## src/rtl/fixed_point_pkg.sv

```systemverilog
// fixed_point_pkg: shared FSM state type and width/limit helpers for the fixed-point MAC path
package fixed_point_pkg;
    typedef enum logic {ST_ACC, ST_HOLD} state_t;

    function automatic int acc_width(input int width, input int guard);
        return 2 * width + guard;
    endfunction

    function automatic logic signed [63:0] smax(input int w);
        return (64'sd1 <<< (w - 1)) - 64'sd1;
    endfunction

    function automatic logic signed [63:0] smin(input int w);
        return -(64'sd1 <<< (w - 1));
    endfunction
endpackage

```

## src/rtl/fixed_point_requant.sv

```systemverilog
// fixed_point_requant: wide signed value to WIDTH bits; saturates when ACC_SAT_EN is defined, else wraps
module fixed_point_requant
    import fixed_point_pkg::*;
#(
    parameter int WIDTH    = 8,
    parameter int IN_WIDTH = 24
) (
    input  logic signed [IN_WIDTH-1:0] x,
    output logic signed [WIDTH-1:0]    y,
    output logic                       clip
);
    localparam logic signed [IN_WIDTH-1:0] QMAX = IN_WIDTH'(smax(WIDTH));
    localparam logic signed [IN_WIDTH-1:0] QMIN = IN_WIDTH'(smin(WIDTH));

    logic hi, lo;

    assign hi   = x > QMAX;
    assign lo   = x < QMIN;
    assign clip = hi || lo;
`ifdef ACC_SAT_EN
    assign y = hi ? QMAX[WIDTH-1:0] : lo ? QMIN[WIDTH-1:0] : x[WIDTH-1:0];
`else
    assign y = x[WIDTH-1:0];
`endif
endmodule

```

## src/rtl/fixed_point_mac_acc.sv

```systemverilog
// fixed_point_mac_acc: guard-bit accumulator over a product stream, requantized per vector
// ACC_SAT_EN selects saturating (defined) or wrapping (undefined) requantization.
module fixed_point_mac_acc
    import fixed_point_pkg::*;
#(
    parameter int WIDTH     = 8,
    parameter int GUARD     = 8,
    parameter int CNT_WIDTH = 8
) (
    input  logic                        clk,
    input  logic                        rst_n,
    input  logic                        in_valid,
    output logic                        in_ready,
    input  logic signed [2*WIDTH-1:0]   in_prod,
    input  logic                        in_last,
    output logic                        out_valid,
    input  logic                        out_ready,
    output logic signed [WIDTH-1:0]     out_data,
    output logic                        out_ovf,
    output logic [CNT_WIDTH-1:0]        out_cnt
);
    localparam int AW = acc_width(WIDTH, GUARD);
    localparam logic signed [AW-1:0] AMAX = AW'(smax(AW));
    localparam logic signed [AW-1:0] AMIN = AW'(smin(AW));

    state_t                  state;
    logic signed [AW-1:0]    acc, sum;
    logic signed [AW:0]      wide;
    logic [CNT_WIDTH-1:0]    cnt, cnt_nxt;
    logic                    ovf_acc, add_ovf, cnt_full, clip, fire;
    logic signed [WIDTH-1:0] q;

    assign in_ready = rst_n && state == ST_ACC;
    assign fire     = in_valid && in_ready;
    // one extra bit exposes signed overflow of the ACC_WIDTH add
    assign wide     = (AW+1)'(acc) + (AW+1)'(in_prod);
    assign add_ovf  = wide[AW] ^ wide[AW-1];
    assign sum      = add_ovf ? (wide[AW] ? AMIN : AMAX) : wide[AW-1:0];
    assign cnt_full = &cnt;
    assign cnt_nxt  = cnt_full ? cnt : cnt + 1'b1;

    fixed_point_requant #(.WIDTH(WIDTH), .IN_WIDTH(AW)) u_requant (
        .x    (sum),
        .y    (q),
        .clip (clip)
    );

    always_ff @(posedge clk) begin
        if (!rst_n) begin
            state     <= ST_ACC;
            acc       <= '0;
            cnt       <= '0;
            ovf_acc   <= 1'b0;
            out_valid <= 1'b0;
            out_data  <= '0;
            out_cnt   <= '0;
            out_ovf   <= 1'b0;
        end else if (state == ST_HOLD) begin
            if (out_ready) begin
                state     <= ST_ACC;
                out_valid <= 1'b0;
            end
        end else if (fire) begin
            if (in_last) begin
                state     <= ST_HOLD;
                out_valid <= 1'b1;
                out_data  <= q;
                out_cnt   <= cnt_nxt;
                out_ovf   <= ovf_acc || add_ovf || clip || cnt_full;
                acc       <= '0;
                cnt       <= '0;
                ovf_acc   <= 1'b0;
            end else begin
                acc     <= sum;
                cnt     <= cnt_nxt;
                ovf_acc <= ovf_acc || add_ovf;
            end
        end
    end
endmodule

```

## config.mk

```make
export PLATFORM = sky130hd
export DESIGN_NAME = fixed_point_mac_acc
export DESIGN_NICKNAME = d
export VERILOG_FILES = /design/src/rtl/fixed_point_pkg.sv /design/src/rtl/fixed_point_requant.sv /design/src/rtl/fixed_point_mac_acc.sv
export SDC_FILE = /design/constraint.sdc
export NUM_CORES = 1
export LEC_CHECK = 0
export ABC_AREA = 0
export BUFFER_PORTS_ARGS = -buffer_cell sky130_fd_sc_hd__buf_4
export CORE_MARGIN = 8
export CORE_UTILIZATION = 40
export CTS_CLUSTER_SIZE = 30
export DETAILED_ROUTE_END_ITERATION = 8
export SLEW_MARGIN = 30
export SYNTH_ARGS = -nofsm -noshare
export SYNTH_HDL_FRONTEND = slang
export SYNTH_SLANG_ARGS = --single-unit
```

## constraint.sdc

```tcl
create_clock -name clk -period 13.7 [get_ports clk]
set_clock_uncertainty 0.2 [all_clocks]
set_input_delay 0.685 -clock clk [delete_from_list [all_inputs] [get_ports clk]]
set_output_delay 0.685 -clock clk [all_outputs]
set_load 0.03 [all_outputs]
```

==> impl_metrics.ini <==
[global_routing]
grt_use_total = 0.156
antenna_found_initial = 0
grt_pass1_wl_mm = 16.6
grt_overflow = 0
first_global_vias = 3394
grt_max_degree = 37

[logic_synthesis]
synthCells = 471
yosys.area.top_type_share = 0.286
synth_edf_count = 0
syn_nets = 520
ys_seq_elements = 52
ys_seq_area_frac = 0.286
yosysUniqueCellTypes = 64
synthArstFlopShare = 0
synth_ff_type = dfxtp_1
post_synth.cell_area_avg_um2 = 7.73
synth_area_leaders = dfxtp_1 29%, ha_1 9.3%, a21oi_1 6.0%
syn_area_um2 = 3640
synth-warning-count = 0
yosys.area.top_type = dfxtp_1

[setup_path]
r2r-start = acc[6]
setup.worst_path.start_class = input port
ff2ff_path_depth = 18
cp-end-kind = flop
startpoint = in_prod[15]
rrSetupSlack_ns = 8.58
cp.arrival_ns = 5.28
crit_required_ns = 13.71
timing.rr.end = out_ovf
crit_path_max_fanout = 26
crit_type = input port to flop

[timing]
slew_headroom = 0.489
final-hold-violation-count = 0
period_share = 0.385
setup-tns-final_ns = 0
setup_viol = 0
fmaxAchievable_mhz = 190
max_slew.worst_pin.slew_ns = 0.766
holdWs_ns = 0.262
period_needed_ns = 5.27
grt_setup_unrepaired = false
finalMaxSlewViolations = 0

[place]
place.gp.congestion = 0.870
dp_cells = 597
dp_hpwl_mm = 7.44
portBuffers = 39

[detailed_routing]
route.detailed.drc = 0
routed-wl-met3_um = 316
drt-met1-wl_mm = 4.50
drt_iter0_markers = 161
top_layer = met4
wl_met2_mm = 4.95
first_pass_iters = 5
dr_total_vias = 3446
ant_nets = 0
routed_via_density = 5.70
wire_per_inst_um = 16.4
wl_mm = 9.95

[run]
cap_viol_max_count = 0

[floorplanning]
die-area_um2 = 12400
start_util = 0.404
die_h_um = 111
core.rowCount = 35
die_w_um = 111
io_pins = 40
core_area_um2 = 9020

[clock_network]
clkLatencyLatePin_ns = 0.32
numCtsBuffers = 5
cts_root_buffer = clkbuf_8
cts_buffer_depth = 2
ctsResizeCount = 0
postCtsSetupRepairBufs = 0
cts_tree = built
clock_sinks = 52
hold_buffers = 0
htreeDepth = 2
cts.clk_slew.worst_paths_ns = 0.11

[pwr]
switching_power_mw = 0.136
combinationalPowerShare = 0.326
p_seq_frac = 0.427
p_int_mw = 0.242
p_per_area_nw_per_um2 = 92.7
total_power_mw = 0.378
swShare = 0.360
p_clk_frac = 0.246
p_leak_nw = 1.69
ir_drop_mv = 0.0365

[cells_and_area]
num_antenna_cells = 0
final_cells = 605
layout-drive-gt1-share = 0.126
areaGrowthSynthToFinish_pct = 12.0
num-fill-cells = 953
finalNetCount = 542

[worst_hold_path]
worstHoldEndpoint = acc[17]
min_path_cells = 2
hold_path.class = flop to flop
worstHoldStart = acc[17]

[status]
status = complete, no violations
## metrics by stage
step	util	setup slack, ns	cell area (um2)
3_5_place_dp	0.442	8.12	3990
6_report	0.452	8.43	4080
3_3_place_gp	0.442	8.31	3990
4_1_cts	0.452	8.47	4080
5_1_grt	0.452	7.94	4080
2_1_floorplan	-	8.92	3640
## registers in the layout, summed over array words and instances (netlist names)
register	cells
ovf_acc	1
out_ovf	1
cnt	8
state	1
acc	24
out_cnt	8
out_data	8
out_valid	1
## power by group through the flow
stage	clock network, mW	registers, mW	logic (mW)
finish	0.0932	0.162	0.123
global route	0.101	0.163	0.136
CTS	0.0960	0.162	0.123
detailed placement	0	0.165	0.123
global placement	0	0.165	0.122
floorplan	0	0.170	0.0845
## per-layer routing
metal,track usage,vias up
li1,-,1754
met1,0.191,1611
met2,0.274,66
met3,0.0204,15
met4,0.0542,0
met5,0,-
## worst max-delay path by stage
stage,slack [ns],to,cells after the start
finish,8.43,out_ovf,19
detailed placement,8.12,out_ovf,19
global placement,8.31,out_ovf,19
global route,7.94,out_ovf,21
floorplan,8.92,out_ovf,20
CTS,8.47,out_ovf,21
## placed cells by master (no fill, tap or decap), types with 3 or more instances in the layout
cell,instances
o21ai_0,29
nor3_1,10
o21a_1,8
mux2i_1,4
a22oi_1,9
a31oi_1,5
buf_4,41
inv_1,14
and3_1,4
nand2b_1,8
xnor2_1,15
dfxtp_1,52
o21ai_1,6
ha_1,27
nor2_1,54
or3_1,7
a21o_1,9
and2_1,4
o31ai_1,3
or4_1,3
clkbuf_8,5
a21boi_0,4
a211oi_1,5
nand4_1,3
a2bb2oi_1,7
a21oi_1,44
nor2b_1,3
o2111ai_1,3
nand2_1,30
nand3_1,27
or2_1,3
xor2_1,6
## cell families (layout without fill, tap and decap cells)
logic type	count (synthesis)	count (layout)	synth area share
AND/OR/NAND/NOR	168	168	0.224
AO/OA/AOI/OAI	156	156	0.283
flip-flops	52	52	0.286
buffers and inverters	41	64	0.0433
adder cells (fa/ha/maj)	28	28	0.0982
XOR/XNOR	21	21	0.0505
multiplexers	5	5	0.0151
## Yosys cell counts (2+ instances only)
cell type / n
a211oi_1: 5
a21bo_2: 2
a21boi_0: 4
a21o_1: 9
a21oi_1: 44
a22oi_1: 9
a2bb2oi_1: 7
a31o_2: 2
a31oi_1: 5
and2_1: 4
and3_1: 4
buf_2: 3
clkbuf_1: 22
dfxtp_1: 52
ha_1: 27
inv_1: 14
mux2i_1: 4
nand2_1: 31
nand2b_1: 8
nand3_1: 27
nand4_1: 3
nor2_1: 54
nor2b_1: 3
nor3_1: 10
nor4_1: 2
o2111ai_1: 3
o211ai_1: 2
o21a_1: 8
o21ai_0: 29
o21ai_1: 6
o221ai_1: 2
o311ai_0: 2
o31ai_1: 3
or2_1: 3
or2_2: 2
or3_1: 7
or4_1: 3
xnor2_1: 15
xor2_1: 6
## final cells by class
type	count	area, um2	area share
well taps	111	139	0.0340
clock inverters	2	16.3	0.00399
inverters	15	56.3	0.0138
clock buffers	6	72.6	0.0178
flip-flops and latches	52	1040	0.255
multi-input cells	378	2450	0.600
repair buffers	41	308	0.0755
## critical path, cell delays in order
cell	delay [ns]
buf_4	0.15
ha_1	0.38
and3_1	0.24
and2_1	0.24
o211ai_1	0.14
o21ai_1	0.12
or3_1	0.33
a21oi_1	0.22
nor2b_1	0.07
o21ai_0	0.16
nand2b_1	0.12
xor2_1	0.16
ha_1	0.77
nor2b_1	0.15
mux2_4	0.30
or4_1	0.52
a2111oi_1	0.33
or3_1	0.16
a31oi_1	0.04
Note: power is estimated with default switching activity, not from simulation.
